===== src/rtl/mul_pkg.sv =====
// Shared definitions for the multiplier datapath helpers: the scan-mux
// state encoding and the select-width helper used to size index buses.
package mul_pkg;

    typedef enum logic {
        IDLE = 1'b0,
        SCAN = 1'b1
    } state_t;

    // Index width for n words, never narrower than one bit so N=1 still
    // has a legal select bus.
    function automatic int clog2_min1(input int n);
        return (n <= 1) ? 1 : $clog2(n);
    endfunction

endpackage


===== src/rtl/mux_scan_if.sv =====
// Bundle of the scan-mux data, control and status signals. The master side
// drives the words, select and scan controls; the slave side (the mux)
// returns the registered word and its status flags.
interface mux_scan_if #(
    parameter int N = 5,
    parameter int W = 1
);
    localparam int SW = mul_pkg::clog2_min1(N);

    logic [N*W-1:0] d;
    logic [SW-1:0]  s;
    logic           start;
    logic           en;
    logic [W-1:0]   y;
    logic           valid;
    logic           last;
    logic           busy;
    logic [SW-1:0]  idx;

    modport master (
        output d, s, start, en,
        input  y, valid, last, busy, idx
    );

    modport slave (
        input  d, s, start, en,
        output y, valid, last, busy, idx
    );

endinterface


===== src/rtl/mux_n.sv =====
// Combinational N:1 selector of W-bit words. Any select code with no
// matching word (sel >= N) yields zero.
module mux_n
    import mul_pkg::*;
#(
    parameter int N = 5,
    parameter int W = 1
) (
    input  logic [N*W-1:0]              d,
    input  logic [clog2_min1(N)-1:0]    sel,
    output logic [W-1:0]                y
);

    localparam int SW = clog2_min1(N);

    // Zero by default, then pick the word whose index matches the select.
    always_comb begin
        y = '0;
        for (int k = 0; k < N; k++) begin
            if (sel == SW'(k)) begin
                y = d[k*W +: W];
            end
        end
    end

endmodule


===== src/rtl/mux_scan.sv =====
// Registered N:1 word multiplexer with a direct-select mode and a scan mode
// that walks every input once, one word per enabled cycle. Feeds operand and
// partial-product selection and the sequential multiplier's bit stream.
// Build option MUX_SCAN_REVERSE_EN: scan runs N-1 down to 0 (MSB first);
// otherwise it runs 0 up to N-1. Direct mode is the same in both builds.
module mux_scan
    import mul_pkg::*;
#(
    parameter int N = 5,
    parameter int W = 1
) (
    input  logic       clk,
    input  logic       reset,
    mux_scan_if.slave  bus
);

    localparam int SW = clog2_min1(N);

`ifdef MUX_SCAN_REVERSE_EN
    localparam logic [SW-1:0] FIRST_IDX = SW'(N - 1);
    localparam logic [SW-1:0] LAST_IDX  = '0;
`else
    localparam logic [SW-1:0] FIRST_IDX = '0;
    localparam logic [SW-1:0] LAST_IDX  = SW'(N - 1);
`endif

    state_t          state;
    logic [SW-1:0]   cnt;
    logic [SW-1:0]   sel;
    logic [W-1:0]    mux_y;

    // The scan counter owns the selector while scanning; otherwise the
    // caller's direct select does.
    assign sel = (state == SCAN) ? cnt : bus.s;

    mux_n #(.N(N), .W(W)) u_mux (
        .d   (bus.d),
        .sel (sel),
        .y   (mux_y)
    );

    // busy comes straight off the state register, so it drops together with
    // the final beat.
    assign bus.busy = (state == SCAN);

    // Single FSM: direct loads in IDLE, counter-driven beats in SCAN, all
    // outputs registered.
    always_ff @(posedge clk) begin
        if (reset) begin
            state     <= IDLE;
            cnt       <= '0;
            bus.y     <= '0;
            bus.valid <= 1'b0;
            bus.last  <= 1'b0;
            bus.idx   <= '0;
        end else begin
            case (state)
                IDLE: begin
                    bus.last <= 1'b0;
                    if (bus.start) begin
                        state     <= SCAN;
                        cnt       <= FIRST_IDX;
                        bus.valid <= 1'b0;
                    end else begin
                        bus.y     <= mux_y;
                        bus.idx   <= bus.s;
                        bus.valid <= (32'(bus.s) < N);
                    end
                end
                SCAN: begin
                    if (bus.en) begin
                        bus.y     <= mux_y;
                        bus.idx   <= cnt;
                        bus.valid <= 1'b1;
                        bus.last  <= (cnt == LAST_IDX);
                        if (cnt == LAST_IDX) begin
                            state <= IDLE;
                        end else begin
`ifdef MUX_SCAN_REVERSE_EN
                            cnt <= cnt - 1'b1;
`else
                            cnt <= cnt + 1'b1;
`endif
                        end
                    end else begin
                        bus.valid <= 1'b0;
                        bus.last  <= 1'b0;
                    end
                end
                default: begin
                    state     <= IDLE;
                    bus.valid <= 1'b0;
                    bus.last  <= 1'b0;
                end
            endcase
        end
    end

endmodule


===== src/flat_wrapper.sv =====
// flat-port wrapper written by rule: the top's interface ports become plain ports
module mux_scan_flat import mul_pkg::*;
#(
    parameter int N = 5,
    parameter int W = 1
)
  (clk, reset, bus_d, bus_s, bus_start, bus_en, bus_y, bus_valid, bus_last, bus_busy, bus_idx);
  mux_scan_if #(.N(N), .W(W)) bus_i ();
  input  logic clk;
  input  logic reset;
  input wire logic [$bits(bus_i.d)-1:0] bus_d;
  input wire logic [$bits(bus_i.s)-1:0] bus_s;
  input wire logic [$bits(bus_i.start)-1:0] bus_start;
  input wire logic [$bits(bus_i.en)-1:0] bus_en;
  output wire logic [$bits(bus_i.y)-1:0] bus_y;
  output wire logic [$bits(bus_i.valid)-1:0] bus_valid;
  output wire logic [$bits(bus_i.last)-1:0] bus_last;
  output wire logic [$bits(bus_i.busy)-1:0] bus_busy;
  output wire logic [$bits(bus_i.idx)-1:0] bus_idx;
  assign bus_i.d = bus_d;
  assign bus_i.s = bus_s;
  assign bus_i.start = bus_start;
  assign bus_i.en = bus_en;
  assign bus_y = bus_i.y;
  assign bus_valid = bus_i.valid;
  assign bus_last = bus_i.last;
  assign bus_busy = bus_i.busy;
  assign bus_idx = bus_i.idx;
  mux_scan #(.N(N), .W(W)) u_core (.clk(clk), .reset(reset), .bus(bus_i));
endmodule

===== config.mk =====
export PLATFORM = sky130hd
export DESIGN_NAME = mux_scan_flat
export DESIGN_NICKNAME = d
export VERILOG_FILES = /design/src/rtl/mul_pkg.sv /design/src/rtl/mux_scan_if.sv /design/src/rtl/mux_n.sv /design/src/rtl/mux_scan.sv /design/src/flat_wrapper.sv
export SDC_FILE = /design/constraint.sdc
export NUM_CORES = 1
export LEC_CHECK = 0
export BUFFER_PORTS_ARGS = -buffer_cell sky130_fd_sc_hd__buf_2
export CAP_MARGIN = 20
export CORE_AREA = 2 2 39 41
export DETAILED_ROUTE_END_ITERATION = 10
export DIE_AREA = 0 0 41 43
export PLACE_DENSITY = 0.67
export SYNTH_ARGS = -nofsm -noshare
export SYNTH_HDL_FRONTEND = slang
export SYNTH_SLANG_ARGS = --single-unit

===== constraint.sdc =====
create_clock -name clk -period 1.4 [get_ports clk]
set_input_delay 0.42 -clock clk [delete_from_list [all_inputs] [get_ports clk]]
set_output_delay 0.42 -clock clk [all_outputs]
set_load 0.005 [all_outputs]

* Word-level counts from Yosys, hierarchy flattened
Cells that the tools add are included.
Widths: inputs -> output; s select.
** Word-level totals
- Logic and storage cells :: 46
- Bits in registers :: 10
- Bits of input ports :: 12
- Output and inout port bits :: 7
** Operators by class
- Multiplexer cells :: 25
- Eq/ne operators :: 9
- Reduce and logical (&&, ||, !) cells :: 3
- Order comparisons :: 1
- Bitwise logic cells :: 1
- $add $sub $neg :: 1
** Operators by type and width (count)
- $mux 3 :: 6
- $mux 1 :: 13
- $pmux 3 s2 :: 2
- $ne 2x2->1 const B :: 4
- $pmux 1 s2 :: 4
- $eq 3x2->1 const B :: 2
- $eq 3x3->1 const B :: 2
- $add 3x1->3 const B :: 1
- $eq 3x1->1 const B :: 1
- $logic_not 3->1 :: 1
- $lt 3x3->1 const B :: 1
- $reduce_and 3->1 :: 1
- $reduce_and 2->1 :: 1
- $not 1->1 :: 1

* Longest topological paths before layout
- Word-level depth :: 9
- Gate-level depth with buffers :: 6
- Gate-level depth less buffers :: 6

* Hierarchy
Synthesis repeated with hierarchy kept, for this count alone.
** Second synthesis, totals
- Cells, all modules :: 59
- Area total of the unflattened synthesis :: 544.3 µm²
** Modules (own cells, without submodules)
- mux_scan :: area an instance 490.5 µm², instances 1, seq. area each 200.2 µm², cells each 53
- mux_n :: area an instance 53.8 µm², instances 1, seq. area each 0.0 µm², cells each 6

* Least setup slack after synthesis
No wires, ideal clock.
- Kind :: register to register
- From :: reg u_core.state, in the netlist u_core.bus.busy
- To :: reg u_core.bus.y
- Cell stages (with the launch flop) :: 5
- Buffers on the path :: 1
- Setup time :: 0.088 ns
- Period minus slack after synthesis :: 1.374 ns
- Arrival :: 1.286 ns
- Required time :: 1.312 ns
- Slack :: 0.026 ns
- Path through :: dfxtp_1 > buf_6 > mux2_4 > o31a_1 > a311oi_2
** On the way
- Cells in the longest elaborated chain, start to end :: 9
- Elaborated cells on any way between the ends :: 18
- Classes of those cells :: eq/ne (6); mux (9); bitwise (1); reduce/logical (2)
** Ends and longest elaborated chain
- start: declaration :: RTL line mux_scan.sv:27 : state_t state;
- start signal: assignment :: RTL line mux_scan.sv:50 : state <= IDLE;
- start signal: assignment :: RTL line mux_scan.sv:61 : state <= SCAN;
- start signal: assignment :: RTL line mux_scan.sv:77 : state <= IDLE;
- $mux 3 :: RTL line mux_scan.sv:34 : assign sel = (state == SCAN) ? cnt : bus.s;
- $logic_not 3->1 :: RTL line mux_n.sv:20 : if (sel == SW'(k)) begin
- $mux 1 (5 in series) :: RTL line mux_n.sv:20
- $mux 1, on equally long branches :: RTL line mux_scan.sv:71, mux_scan.sv:60
- $pmux 1 s2 :: RTL line mux_scan.sv:57 : case (state)
- end signal: assignment :: RTL line mux_scan.sv:65 : bus.y <= mux_y;
- end signal: assignment :: RTL line mux_scan.sv:72 : bus.y <= mux_y;
- end: declaration :: RTL line mux_scan_if.sv:27 : output y, valid, last, busy, idx
Several ways; a longest one is shown, not always the timed one. The select of a mux whose other input is x is not followed.
A chain may end at the register's enable or synchronous reset.

* Final worst setup path
Same ends and word-level chain as after synthesis.

==> qor.csv <==
metric;value;unit
diodes;0;
place_hpwl;837;um
number_of_routed_nets_with_antenna_violations;0;
path_class;flip-flop to flip-flop;
detail_route.first_pass.iterations;4;
number_of_maximum_capacitance_constraint_violations;0;
cts.root.buffer_cell;sky130_fd_sc_hd__clkbuf_4;
placed_cells_incl_taps;91;
synth-warning-count;0;
residual_overflow_from_global_routing;0;
post_detailed_route_via_to_cell_ratio;4.96;
cts.reportedPaths.clkPinSlew;0.07;ns
post-route-drc-count;0;
numPortBuffers;18;
period_needed;1.32;ns
leakage_power;0.311;nW
floorplan.initialDensity;36.8;%
r2r_setup_slack;0.08;ns
chipWidth;41;um
worstSkewPairLatency;0.26;ns
setup_repair_after_global_routing_missed_its_margin;no;
synthesis.nets;68;
crit_arrival;1.50;ns
worstPathRequired;1.58;ns
clkSinkCount;10;
cts-htree-levels;1;
max-clock-path-buffers;2;
timing_worst_slew_pin_value;0.269;ns
timing.hold.worst_endpoint;u_core.bus.y$_SDFFE_PP0P_;
type_of_element_launching_the_critical_path;flip-flop;
skew;0.00577;ns
syn_to_final_growth;36.1;%
seq_area;204;um^2
multi_input_comb_area;298;um^2
hold_depth;2;
unique_cell_type_count_in_the_yosys_netlist;26;
fp.dieH;43;um
detail_route.iter0.violations;4;
worstPathMaxFanout;4;
globalplace.congestion;0.777;
number_of_antenna_violations_at_the_first_check_in_global_routing;0;
count_of_final_setup_violators;0;
pwr_density_cell;1010;nW/um^2
final_min_period_over_clock_period;94.4;%
core_area;1380;um^2
synth_sequential_area_ratio;39.3;%
grt_usage;14.4;%
io-pin-count;19;
floorplan.die_area;1760;um^2
worst_hold_slack;0.452;ns
first_global_vias;424;
grt_start_max_net_pins;11;
r2r_start;u_core.bus.busy$_SDFF_PP0_;
final_layout_net_count;94;
timing.critical_path.to_type;flip-flop;
avgSynthCellArea;9.43;um^2
detailroute.via_count;471;
finish.cell_count_without_fillers;95;
post-cts-setup-buffers;0;
design_power_total;0.702;mW
final.fill_count;131;
min-delay-path-class;input pin to flip-flop;
cts_tree;done;
run_status;finished, final reports clean;
syn_area;509;um^2
hold_start;reset;
drive_gt1_share;45.6;%
route.detailed.wl_per_inst;10.9;um
worstRegToRegCells;4;
relSlewSlack;81.7;%
wl;1030;um
ir_drop;0.621;mV
r2r_end;u_core.bus.y$_SDFFE_PP0P_;
maximum_operating_frequency;757;MHz
grt_pass1_wl;1700;um
placement_rows;14;
finalHoldViolations;0;
ys_ff_latch;10;
synthCells;54;
cts_inserted_buffers;3;
slew_violations;0;
-- layout by cell type (no fill, tap or decap), drive strengths merged --
| cell type | instances |
|---|---|
| nand2b | 1 |
| and4 | 1 |
| ha | 2 |
| a21oi | 1 |
| nand3 | 2 |
| nand4 | 2 |
| clkbuf | 4 |
| mux2 | 3 |
| nor2 | 8 |
| mux2i | 4 |
| o21ai | 2 |
| a311oi | 1 |
| nor3b | 1 |
| a211oi | 3 |
| buf | 23 |
| nor3 | 2 |
| a31oi | 1 |
| dfxtp | 10 |
| xor2 | 1 |
| inv | 2 |
| nand2 | 4 |
| o31a | 1 |
-- critical path: stages (launching register included) --
cell                       delay, ns
sky130_fd_sc_hd__dfxtp_2        0.36
sky130_fd_sc_hd__buf_4          0.13
sky130_fd_sc_hd__mux2_4         0.30
sky130_fd_sc_hd__o31a_1         0.28
sky130_fd_sc_hd__a311oi_2       0.18
-- per-stage QoR --
| stage | setup slack, ns | utilization (%) | cell area (um^2) | TNS, ns |
|---|---|---|---|---|
| 2_1_floorplan | 0.0262 | - | 509 | 0 |
| 3_3_place_gp | 0.00187 | 46.4 | 642 | 0 |
| 6_report | 0.0783 | 50.1 | 693 | 0 |
| 4_1_cts | 0.0104 | 49.3 | 682 | 0 |
| 5_1_grt | 0.0115 | 50.1 | 693 | 0 |
| 3_5_place_dp | -0.0220 | 46.4 | 642 | -0.0220 |
-- where the power goes --
part           switching (mW)  internal, mW  total [mW]
sequential            0.00988         0.302       0.312
clock                  0.0987         0.158       0.257
combinational          0.0623        0.0706       0.133
total                   0.171         0.531       0.702
-- logic make-up (layout without fill, tap and decap cells) --
kind of cell | Yosys count | count (layout) | share of synthesized area (%)
muxes | 7 | 7 | 16.0
DFF | 10 | 10 | 39.3
AOI/OAI and AO/OA | 9 | 9 | 14.0
buffers and inverters | 4 | 29 | 4.42
adders and majority gates | 2 | 2 | 4.91
and+or+nand+nor | 21 | 21 | 19.7
xor gates and xnor gates | 1 | 1 | 1.72
-- sequential cells by signal, indices dropped and copies added, names as in the netlist --
signal and count:
u_core.bus.y 1, u_core.bus.idx 3, u_core.bus.last 1, u_core.cnt 3, u_core.bus.busy 1, u_core.bus.valid 1
-- what timing repair did --
action | CTS | global route
hold buffers | 0 | 0
setup endpoints to repair | 1 | 4
gates resized for setup | 1 | 4
pin swaps | 0 | 0
-- worst max path at each step --
stage / start / end / slack (ns) / depth (start not counted)
CTS: u_core.bus.busy$_SDFF_PP0_ / u_core.bus.y$_SDFFE_PP0P_ / 0.01 / 4
finish: u_core.bus.busy$_SDFF_PP0_ / u_core.bus.y$_SDFFE_PP0P_ / 0.08 / 4
detailed placement: bus_s[0] / u_core.bus.y$_SDFFE_PP0P_ / -0.02 / 5
global placement: bus_s[0] / u_core.bus.y$_SDFFE_PP0P_ / 0.002 / 5
floorplan: u_core.bus.busy$_SDFF_PP0_ / u_core.bus.y$_SDFFE_PP0P_ / 0.03 / 4
global route: u_core.bus.busy$_SDFF_PP0_ / u_core.bus.y$_SDFFE_PP0P_ / 0.01 / 4
-- per-layer routing --
metal | routed length (um) | GRT usage (%)
met3 | 69 | 7.85
met5 | 0 | 0
met4 | 13 | 4.00
met2 | 451 | 21.6
met1 | 497 | 17.3
-- cells in the mapped netlist (all sizes together) --
| master | instances | area share, % |
|---|---|---|
| dfxtp | 10 | 39 |
| a21oi | 1 | 0.98 |
| and4 | 1 | 1.7 |
| mux2i | 4 | 8.6 |
| xor2 | 1 | 1.7 |
| o21ai | 2 | 2.7 |
| nand2 | 4 | 2.9 |
| nand4 | 2 | 2.5 |
| a211oi | 3 | 4.4 |
| ha | 2 | 4.9 |
| mux2 | 3 | 7.4 |
| nand3 | 2 | 2.0 |
| o31a | 1 | 1.7 |
| clkbuf | 1 | 0.74 |
| nor3 | 2 | 2.0 |
| nor2 | 8 | 5.9 |
| a311oi | 1 | 2.9 |
| buf | 1 | 2.2 |
| nor3b | 1 | 1.5 |
| nand2b | 1 | 1.2 |
| a31oi | 1 | 1.2 |
| inv | 2 | 1.5 |
-- layout make-up --
type                    instances  area share, %
multi-input cells              40           43.0
inverters                       2           1.08
repair buffers                 23           18.4
flip-flops and latches         10           29.4
well taps                      16           2.89
clock buffers                   4           5.23
Power figures use the tool's default switching activity.
